===== config.mk =====
export PLATFORM = sky130hd
export DESIGN_NAME = i2c_reg_target
export DESIGN_NICKNAME = d
export VERILOG_FILES = /design/src/rtl/i2c_reg_target.sv
export SDC_FILE = /design/constraint.sdc
export NUM_CORES = 1
export LEC_CHECK = 0
export ABC_AREA = 0
export CELL_PAD_IN_SITES_DETAIL_PLACEMENT = 1
export CELL_PAD_IN_SITES_GLOBAL_PLACEMENT = 2
export CORE_MARGIN = 2
export CORE_UTILIZATION = 42
export DETAILED_ROUTE_END_ITERATION = 10
export PLACE_DENSITY_LB_ADDON = 0.1
export SLEW_MARGIN = 25
export SYNTH_ARGS = -nofsm -noshare
export SYNTH_HDL_FRONTEND = slang
export SYNTH_SLANG_ARGS = --single-unit

===== constraint.sdc =====
create_clock -name clk -period 2.65 [get_ports clk]
set_input_delay 0.53 -clock clk [delete_from_list [all_inputs] [get_ports clk]]
set_output_delay 0.53 -clock clk [all_outputs]
set_load 0.005 [all_outputs]

===== src/rtl/i2c_reg_target.sv =====
// I2C target with a byte-wide register file and an auto-incrementing register pointer.
// Define I2C_TARGET_GLITCH_FILTER_EN to add a 3-sample agreement filter on SCL/SDA after the synchronizers.
module i2c_reg_target #(
    parameter logic [6:0] TARGET_ADDR = 7'h42,
    parameter int         DEPTH       = 16
) (
    input  logic                     clk,
    input  logic                     rst_n,
    input  logic                     scl_i,
    input  logic                     sda_i,
    output logic                     sda_oe,
    output logic                     wr_valid,
    output logic [$clog2(DEPTH)-1:0] wr_addr,
    output logic [7:0]               wr_data,
    output logic                     busy
);
    localparam int AW = $clog2(DEPTH);

    typedef enum logic [3:0] {
        ST_IDLE, ST_ADDR, ST_IGNORE, ST_ADDR_ACK, ST_WR_PTR,
        ST_WR_DATA, ST_WR_ACK, ST_RD_DATA, ST_RD_ACK
    } state_t;

    logic          scl_s1_q, scl_s2_q, sda_s1_q, sda_s2_q;
    logic          scl_f_s, sda_f_s, scl_p_q, sda_p_q;
    logic          start_s, stop_s, scl_rise_s, scl_fall_s;
    state_t        state_q, state_d;
    logic [2:0]    bit_cnt_q, bit_cnt_d;
    logic [6:0]    shift_q, shift_d;
    logic [6:0]    tx_q, tx_d;
    logic [AW-1:0] ptr_q, ptr_d;
    logic          ack_ph_q, ack_ph_d, rw_q, rw_d;
    logic          sda_oe_q, sda_oe_d, busy_q, busy_d;
    logic          wr_valid_q, wr_valid_d;
    logic [AW-1:0] wr_addr_q, wr_addr_d;
    logic [7:0]    wr_data_q, wr_data_d;
    logic [7:0]    regs_q [DEPTH];
    logic [7:0]    rx_byte_s, rd_byte_s;
    logic          addr_hit_s, reg_we_s;

    // Two-flop synchronizers; they reset to the idle bus level so reset creates no edges
    always_ff @(posedge clk or negedge rst_n) begin
        if (!rst_n) begin
            scl_s1_q <= 1'b1;
            scl_s2_q <= 1'b1;
            sda_s1_q <= 1'b1;
            sda_s2_q <= 1'b1;
        end else begin
            scl_s1_q <= scl_i;
            scl_s2_q <= scl_s1_q;
            sda_s1_q <= sda_i;
            sda_s2_q <= sda_s1_q;
        end
    end

`ifdef I2C_TARGET_GLITCH_FILTER_EN
    logic [1:0] scl_h_q, sda_h_q;
    logic       scl_flt_q, scl_flt_d, sda_flt_q, sda_flt_d;

    // Filtered level follows the line only once three consecutive samples agree
    always_comb begin
        scl_flt_d = scl_flt_q;
        sda_flt_d = sda_flt_q;
        if (scl_s2_q == scl_h_q[0] && scl_s2_q == scl_h_q[1]) scl_flt_d = scl_s2_q;
        else scl_flt_d = scl_flt_q;
        if (sda_s2_q == sda_h_q[0] && sda_s2_q == sda_h_q[1]) sda_flt_d = sda_s2_q;
        else sda_flt_d = sda_flt_q;
    end

    // Filter sample history and filtered levels
    always_ff @(posedge clk or negedge rst_n) begin
        if (!rst_n) begin
            scl_h_q   <= 2'b11;
            sda_h_q   <= 2'b11;
            scl_flt_q <= 1'b1;
            sda_flt_q <= 1'b1;
        end else begin
            scl_h_q   <= {scl_h_q[0], scl_s2_q};
            sda_h_q   <= {sda_h_q[0], sda_s2_q};
            scl_flt_q <= scl_flt_d;
            sda_flt_q <= sda_flt_d;
        end
    end

    assign scl_f_s = scl_flt_q;
    assign sda_f_s = sda_flt_q;
`else
    assign scl_f_s = scl_s2_q;
    assign sda_f_s = sda_s2_q;
`endif

    // Previous conditioned levels for edge detection
    always_ff @(posedge clk or negedge rst_n) begin
        if (!rst_n) begin
            scl_p_q <= 1'b1;
            sda_p_q <= 1'b1;
        end else begin
            scl_p_q <= scl_f_s;
            sda_p_q <= sda_f_s;
        end
    end

    assign start_s    = scl_f_s & scl_p_q & sda_p_q & ~sda_f_s;
    assign stop_s     = scl_f_s & scl_p_q & ~sda_p_q & sda_f_s;
    assign scl_rise_s = scl_f_s & ~scl_p_q;
    assign scl_fall_s = ~scl_f_s & scl_p_q;
    assign rx_byte_s  = {shift_q, sda_f_s};
    assign rd_byte_s  = regs_q[ptr_q];
    assign addr_hit_s = (rx_byte_s[7:1] == TARGET_ADDR);

    // State register plus datapath and registered outputs
    always_ff @(posedge clk or negedge rst_n) begin
        if (!rst_n) begin
            state_q    <= ST_IDLE;
            bit_cnt_q  <= 3'd0;
            shift_q    <= 7'd0;
            tx_q       <= 7'd0;
            ptr_q      <= '0;
            ack_ph_q   <= 1'b0;
            rw_q       <= 1'b0;
            sda_oe_q   <= 1'b0;
            busy_q     <= 1'b0;
            wr_valid_q <= 1'b0;
            wr_addr_q  <= '0;
            wr_data_q  <= 8'h00;
        end else begin
            state_q    <= state_d;
            bit_cnt_q  <= bit_cnt_d;
            shift_q    <= shift_d;
            tx_q       <= tx_d;
            ptr_q      <= ptr_d;
            ack_ph_q   <= ack_ph_d;
            rw_q       <= rw_d;
            sda_oe_q   <= sda_oe_d;
            busy_q     <= busy_d;
            wr_valid_q <= wr_valid_d;
            wr_addr_q  <= wr_addr_d;
            wr_data_q  <= wr_data_d;
        end
    end

    // Register file storage
    always_ff @(posedge clk or negedge rst_n) begin
        if (!rst_n) begin
            for (int i = 0; i < DEPTH; i++) regs_q[i] <= 8'h00;
        end else if (reg_we_s) begin
            regs_q[ptr_q] <= rx_byte_s;
        end else begin
            regs_q[ptr_q] <= regs_q[ptr_q];
        end
    end

    // Next-state: bit shifting, ACK phases (ack_ph=1 means our ACK/read slot is in progress)
    always_comb begin
        state_d   = state_q;
        bit_cnt_d = bit_cnt_q;
        shift_d   = shift_q;
        tx_d      = tx_q;
        ptr_d     = ptr_q;
        ack_ph_d  = ack_ph_q;
        rw_d      = rw_q;
        if (start_s) begin
            state_d   = ST_ADDR;
            bit_cnt_d = 3'd0;
            ack_ph_d  = 1'b0;
        end else if (stop_s) begin
            state_d   = ST_IDLE;
            bit_cnt_d = 3'd0;
            ack_ph_d  = 1'b0;
        end else begin
            case (state_q)
                ST_ADDR, ST_WR_PTR, ST_WR_DATA: begin
                    if (scl_rise_s) begin
                        shift_d   = rx_byte_s[6:0];
                        bit_cnt_d = bit_cnt_q + 3'd1;
                        if (bit_cnt_q == 3'd7) begin
                            ack_ph_d = 1'b0;
                            if (state_q == ST_ADDR) begin
                                rw_d    = rx_byte_s[0];
                                state_d = addr_hit_s ? ST_ADDR_ACK : ST_IGNORE;
                            end else if (state_q == ST_WR_PTR) begin
                                ptr_d   = rx_byte_s[AW-1:0];
                                state_d = ST_WR_ACK;
                            end else begin
                                ptr_d   = ptr_q + AW'(1);
                                state_d = ST_WR_ACK;
                            end
                        end else begin
                            state_d = state_q;
                        end
                    end else begin
                        state_d = state_q;
                    end
                end
                ST_ADDR_ACK, ST_WR_ACK: begin
                    if (scl_fall_s && !ack_ph_q) begin
                        ack_ph_d = 1'b1;
                    end else if (scl_fall_s) begin
                        ack_ph_d  = 1'b0;
                        bit_cnt_d = 3'd0;
                        if (state_q == ST_WR_ACK) begin
                            state_d = ST_WR_DATA;
                        end else if (rw_q) begin
                            state_d = ST_RD_DATA;
                            tx_d    = rd_byte_s[6:0];
                        end else begin
                            state_d = ST_WR_PTR;
                        end
                    end else begin
                        ack_ph_d = ack_ph_q;
                    end
                end
                ST_RD_DATA: begin
                    if (scl_fall_s && bit_cnt_q == 3'd7) begin
                        state_d   = ST_RD_ACK;
                        bit_cnt_d = 3'd0;
                        ack_ph_d  = 1'b0;
                    end else if (scl_fall_s) begin
                        tx_d      = {tx_q[5:0], 1'b0};
                        bit_cnt_d = bit_cnt_q + 3'd1;
                    end else begin
                        tx_d = tx_q;
                    end
                end
                ST_RD_ACK: begin
                    if (scl_rise_s && !ack_ph_q) begin
                        ptr_d = ptr_q + AW'(1);
                        if (!sda_f_s) ack_ph_d = 1'b1;
                        else state_d = ST_IGNORE;
                    end else if (scl_fall_s && ack_ph_q) begin
                        state_d   = ST_RD_DATA;
                        tx_d      = rd_byte_s[6:0];
                        ack_ph_d  = 1'b0;
                        bit_cnt_d = 3'd0;
                    end else begin
                        state_d = state_q;
                    end
                end
                ST_IDLE, ST_IGNORE: state_d = state_q;
                default:            state_d = ST_IDLE;
            endcase
        end
    end

    // Outputs: SDA drive changes only on a detected SCL fall, except bus events which release it
    always_comb begin
        sda_oe_d   = sda_oe_q;
        busy_d     = busy_q;
        wr_valid_d = 1'b0;
        wr_addr_d  = wr_addr_q;
        wr_data_d  = wr_data_q;
        reg_we_s   = 1'b0;
        if (state_q == ST_WR_DATA && scl_rise_s && bit_cnt_q == 3'd7) begin
            wr_valid_d = 1'b1;
            wr_addr_d  = ptr_q;
            wr_data_d  = rx_byte_s;
            reg_we_s   = 1'b1;
        end else begin
            wr_valid_d = 1'b0;
        end
        if (stop_s) begin
            sda_oe_d = 1'b0;
            busy_d   = 1'b0;
        end else if (start_s) begin
            sda_oe_d = 1'b0;
        end else if (state_q == ST_ADDR && scl_rise_s && bit_cnt_q == 3'd7 && addr_hit_s) begin
            busy_d = 1'b1;
        end else if (scl_fall_s) begin
            case (state_q)
                ST_ADDR_ACK: sda_oe_d = ack_ph_q ? (rw_q & ~rd_byte_s[7]) : 1'b1;
                ST_WR_ACK:   sda_oe_d = ~ack_ph_q;
                ST_RD_DATA:  sda_oe_d = (bit_cnt_q == 3'd7) ? 1'b0 : ~tx_q[6];
                ST_RD_ACK:   sda_oe_d = ack_ph_q & ~rd_byte_s[7];
                default:     sda_oe_d = 1'b0;
            endcase
        end else begin
            sda_oe_d = sda_oe_q;
        end
    end

    assign sda_oe   = sda_oe_q;
    assign busy     = busy_q;
    assign wr_valid = wr_valid_q;
    assign wr_addr  = wr_addr_q;
    assign wr_data  = wr_data_q;
endmodule


Yosys cells after proc, flatten, opt, wreduce, memory -nomap -nowiden
Index checks and enable logic that the tools add are counted.

Bits in registers: 176. Input port bits: 4. Logic and storage cells: 193.

Add/sub/neg operators: 2. Order comparisons: 2. Equal/unequal tests: 37. Muxes and demuxes: 70. Bitwise gates (word level): 19. Reductions and logical operators: 29.

Operator list (number): 128-bit bitwise mux (2); 128-bit two-way mux (1); 4-bit two-way mux (15); 7-bit two-way mux (8); 8-bit binary-select mux with 4-bit select (1); 8-bit demux with 4-bit select (1); 3-bit two-way mux (10); 4-bit inequality test (second input constant) (7); 5-bit inequality test (second input constant) (5); 8-bit two-way mux (3); 2-bit inequality test (second input constant) (12); 1-bit two-way mux (21); 7-bit one-hot mux with 3 select lines (1); 7-bit AND reduction (3); 4-bit one-hot mux with 5 select lines (1); 4-bit by 3-bit equality test with 1-bit output (second input constant) (4); 3-bit one-hot mux with 4 select lines (1); 11-bit AND reduction (1); 1-bit logical AND (10); 1-bit AND (9); 1-bit inverter (9); 4-bit by 2-bit equality test with 1-bit output (second input constant) (2); 1-bit one-hot mux with 4 select lines (2); 4-bit one-hot mux with 2 select lines (1); other kinds (23) (29).

Depth between registers and ports, before layout
Gate-level depths: netlist of the first run.

Depth after elaboration: 12. Depth in mapped cells: 9.

Worst setup path before layout of the first run
OpenSTA, ideal clock, no wires.

Path type: register to register. Start: register scl_s2_q, in the netlist scl_f_s. End: register regs_q[6] (netlist name). Arrival: 2.067 ns. Required time: 2.520 ns. Path slack: 0.453 ns. Stages on the path, launching flop included: 7. Path buffers: 2. Clock period less this slack: 2.197 ns. Cell sequence: dfstp_2 or3b_4 nor3_4 buf_6 mux2i_4 buf_6 a21oi_2.

Longest elaborated chain between the ends: 5.

Ends and longest elaborated chain: start: declaration (line 24) `logic scl_s1_q, scl_s2_q, sda_s1_q, sda_s2_q;`; start signal: assignment (line 50) `scl_s2_q <= scl_s1_q;`; 1-bit AND (line 105) `assign scl_rise_s = scl_f_s & ~scl_p_q;`; 1-bit logical AND (2 in series) (line 253) `if (state_q == ST_WR_DATA && scl_rise_s && bit_cnt_q == 3'd7) begin`; 1-bit two-way mux (line 253); 128-bit two-way mux (line 146) `end else if (reg_we_s) begin`; end signal: indexed assignment (line 147) `regs_q[ptr_q] <= rx_byte_s;`; end signal: indexed assignment (line 149) `regs_q[ptr_q] <= regs_q[ptr_q];`; end: declaration (line 37) `logic [7:0] regs_q [DEPTH];`.

No other way between the ends. A chain may end at the register's enable or synchronous reset.

Worst setup path after layout of the first run
Start: register ptr_q[0]. End: register regs_q[43] (netlist name).

Longest elaborated chain between the ends: 7. Elaborated cells between the ends (all ways): 12. Those cells by class: order compare (2); mux (8); bitwise (1); reduce/logical (1).

Ends and longest elaborated chain: start: declaration (line 31) `logic [AW-1:0] ptr_q, ptr_d;`; start signal: assignment (line 131) `ptr_q <= ptr_d;`; 4-bit inverter with 5-bit output (implied by the code) * (line 147, 149); 5-bit >= comparator (implied by the code) or 5-bit by 1-bit < comparator with 1-bit output (tied branches) (line 147, 149); 1-bit logical AND (implied by the code) (line 147, 149); 8-bit two-way mux (implied by the code) (line 147, 149); 8-bit demux with 4-bit select (line 147, 149); 128-bit bitwise mux, on equally long branches (line 149, 147); 128-bit two-way mux * (line 146).

Mark *: on every way between the ends. The rest lies on a longest branch, timed or not. The select of a mux whose other input is x is not followed.

==> key figures, run 1 <==
Status
  – Status: completed

Floorplan
  – Chip width: 145 um
  – Die span in y: 145 um
  – Core Area: 0.0195 sq mm
  – Floorplan row count: 51
  – Starting Density: 0.429
  – Die footprint: 0.0211 sq mm
  – Number of I/O pins: 19

Timing
  – PnR worst setup slack: 0.152 ns
  – Worst slew margin: 0.485
  – Pins Over Slew Limit: 0
  – Final Cycle Share: 0.943
  – Skew final: 0.0125 ns
  – Final setup fails: 0
  – Setup_tns: 0 ns
  – Min cycle time layout: 2.50 ns
  – Fmax: 400 MHz
  – Slew of the pin with the lowest slew margin: 0.773 ns
  – RSZ-0062 raised after global routing: false
  – Hold slack: 0.100 ns
  – Hold Violations, Final: 0

Logic synthesis
  – Count of cell types in the netlist: 63
  – Synth Flop Type: dfrtp_1
  – Syn. warnings: 0
  – Syn_area_per_cell: 10.7 sq um
  – Post-synth EDFFs: 0
  – Cells after Synth: 780
  – Cell Area, Synth: 0.00838 sq mm
  – Synthesized Nets: 790
  – Post-synthesis sequential area ratio: 0.526
  – Async set-or-reset flop fraction in the synthesized netlist: 1.00
  – Seq cells post-synth: 176

Setup path
  – CP Launch Type: register
  – CP Capture Point: regs_q[43]$_DFFE_PN0P_
  – CP max-delay cell: dfrtp_4
  – Critical Path Max Stage Delay: 0.58 ns
  – RR Startpoint: ptr_q[0]$_DFFE_PN0P_
  – Reg2Reg Setup Slack: 0.15 ns
  – Crit. End Element: register
  – Most frequent CP cell: buf_4
  – CP startpoint: ptr_q[0]$_DFFE_PN0P_
  – CP Class: reg -> reg
  – Worst r2r dst: regs_q[43]$_DFFE_PN0P_
  – R2r worst-path depth: 8
  – Crit path cell chain: buf_12 -> mux4_2 -> mux2i_1 -> buf_4 -> o22ai_1 -> a21oi_2 -> buf_4 -> a21oi_1
  – Worst Path Arrival: 2.78 ns
  – Worst Path Required: 2.94 ns
  – Crit-path max FO: 13

Clock network
  – Clk_lat worst skew: 0.45 ns
  – Clock transition at path regs: 0.07 ns
  – CTS tree: yes
  – Clk buf depth: 2
  – Htree depth: 4
  – CTS buffer count: 17
  – Root buffer cell: clkbuf_16
  – Sink Count: 176

Drt
  – Remaining DRCs: 0
  – Vias post-DR: 6174
  – Drt via density: 5.73
  – Final WL: 23200 um
  – DR WL/cell: 21.5 um
  – Final ANT Viol Nets: 0
  – Initial DRT Pass Iterations: 4
  – First DRT Iteration DRCs: 401

Placed design
  – DP Cell Count: 1045
  – Port Buf Inserts: 18
  – Placed cell areas: 0.00904 sq mm
  – Gp weighted congestion: 0.843
  – Detail Placement HPWL: 15900 um
  – Setup slack at placement: 0.0933 ns

GRT
  – Vias in the first global route: 6622
  – Largest net degree at the start of global routing: 69
  – Tot GR Track Use: 0.232
  – First-pass GRT wire length: 38100 um
  – Initial antenna violation count: 0
  – Grt total ovfl: 0

Power
  – P_leak: 0.00430 uW
  – VDD IR max: 0.574 mV
  – Power per cell area: 824 mW/mm^2

Finish
  – N_diodes: 0
  – Share of layout cells above drive strength 1: 0.203
  – Commonest non-fill, non-tap cell in the layout: dfrtp_1
  – Most frequent cells in the layout: dfrtp_1, nor2_1, a21oi_1
  – Final Instance Area: 0.00970 sq mm
  – Area Growth Syn to Fin: 15.7%
  – Fin nets: 809
  – Final instance count without filler cells: 1077
  – Fillers: 2118

Flow run
  – Max cap viols: 0

Worst hold path
  – Hold WC Path Type: in -> async
critical path, delay by kind of cell (launching register included):
| kind | cells | cell delay (ns) |
|---|---|---|
| mux | 2 | 0.81 |
| buf+inv | 3 | 0.59 |
| compound gates | 3 | 0.34 |
| flops | 1 | 0.58 |
per-layer routing:
metal | up-vias | track usage | wire (um)
met5 | - | 0 | 0
met4 | 0 | 0.0794 | 551
met3 | 37 | 0.0403 | 584
met2 | 93 | 0.377 | 11400
met1 | 3225 | 0.317 | 10700
li1 | 2819 | - | -
cell families after synthesis:
| family | after synthesis | share of synthesized area |
|---|---|---|
| AND/OR/NAND/NOR | 243 | 0.133 |
| buffers and inverters | 76 | 0.0424 |
| AO/OA/AOI/OAI | 208 | 0.150 |
| flip-flops | 176 | 0.526 |
| XOR/XNOR | 3 | 0.00314 |
| adder cells (fa/ha/maj) | 6 | 0.00896 |
| multiplexers | 68 | 0.136 |
cell type report:
cell class	count	area, sq um	share of cell area
Timing Repair Buffer	64	639	0.0659
Multi-Input combinational cell	528	3610	0.373
Clock buffer	20	457	0.0471
Clock inverter	12	195	0.0201
Tap cell	265	332	0.0342
Sequential cell	176	4420	0.455
Inverter	12	45.0	0.00464
through the flow:
step / util / total power (uW)
after floorplan: - / 4450
after global placement: 0.463 / 5160
after detailed placement: 0.463 / 5240
after CTS: 0.497 / 8050
after global routing: 0.497 / 8360
final: 0.497 / 7990
worst min path at each step:
| stage | startpoint | end | slack, ns | cells after the start |
|---|---|---|---|---|
| finish | rst_n | bit_cnt_q[0]$_DFFE_PN0P_ | 0.10 | 1 |
| CTS | rst_n | bit_cnt_q[0]$_DFFE_PN0P_ | 0.12 | 1 |
| floorplan | rst_n | ack_ph_q$_DFFE_PN0P_ | 0.23 | 0 |
| global placement | scl_s1_q$_DFF_PN1_ | scl_f_s$_DFF_PN1_ | 0.35 | 0 |
| detailed placement | scl_s1_q$_DFF_PN1_ | scl_f_s$_DFF_PN1_ | 0.35 | 0 |
| global route | rst_n | bit_cnt_q[0]$_DFFE_PN0P_ | 0.14 | 1 |
cells in the mapped netlist (7+ instances only):
| cell | count | area [sq um] |
|---|---|---|
| buf_2 | 8 | 40.0 |
| a21oi_1 | 124 | 621 |
| buf_1 | 17 | 63.8 |
| nor2b_1 | 7 | 43.8 |
| inv_1 | 12 | 45.0 |
| a21oi_2 | 15 | 131 |
| and2_1 | 12 | 75.1 |
| nand2_1 | 33 | 124 |
| mux2i_1 | 14 | 140 |
| o21ai_0 | 19 | 95.1 |
| nand2b_1 | 7 | 43.8 |
| clkbuf_1 | 26 | 97.6 |
| mux2_2 | 19 | 214 |
| dfrtp_1 | 170 | 4250 |
| buf_4 | 10 | 75.1 |
| mux4_2 | 32 | 721 |
| nor2_1 | 142 | 533 |
| nor3_1 | 11 | 55.1 |
report_power, final:
| group | internal, uW | switching, uW | total (uW) |
|---|---|---|---|
| combinational | 799 | 1160 | 1950 |
| clock | 1660 | 1130 | 2790 |
| sequential | 2950 | 293 | 3250 |
state kept, by name (all words and copies together), names as in the netlist, 3 cells and up:
signal / count
shift_q: 7
tx_q: 7
ptr_q: 4
regs_q: 128
wr_data: 8
wr_addr: 4
bit_cnt_q: 3
state_q: 4
repair_timing:
action                                 4_1_cts  5_1_grt
setup endpoints to repair                    0       18
buffers inserted                             0        0
hold buffers                                 0        0
gates resized for setup                      0        1
endpoints found under the hold margin        0        0
Note: power is estimated with default switching activity, not from simulation.
==> inputs of run 2 (changes only) <==
--- a/config.mk
+++ b/config.mk
@@ -12,7 +12,7 @@
 export CORE_UTILIZATION = 42
 export DETAILED_ROUTE_END_ITERATION = 10
 export PLACE_DENSITY_LB_ADDON = 0.1
-export SLEW_MARGIN = 25
+export SLEW_MARGIN = 15
 export SYNTH_ARGS = -nofsm -noshare
 export SYNTH_HDL_FRONTEND = slang
 export SYNTH_SLANG_ARGS = --single-unit
==> results of run 2 <==
Same layout as run 1: the final DEF is identical, and so are final timing and power.
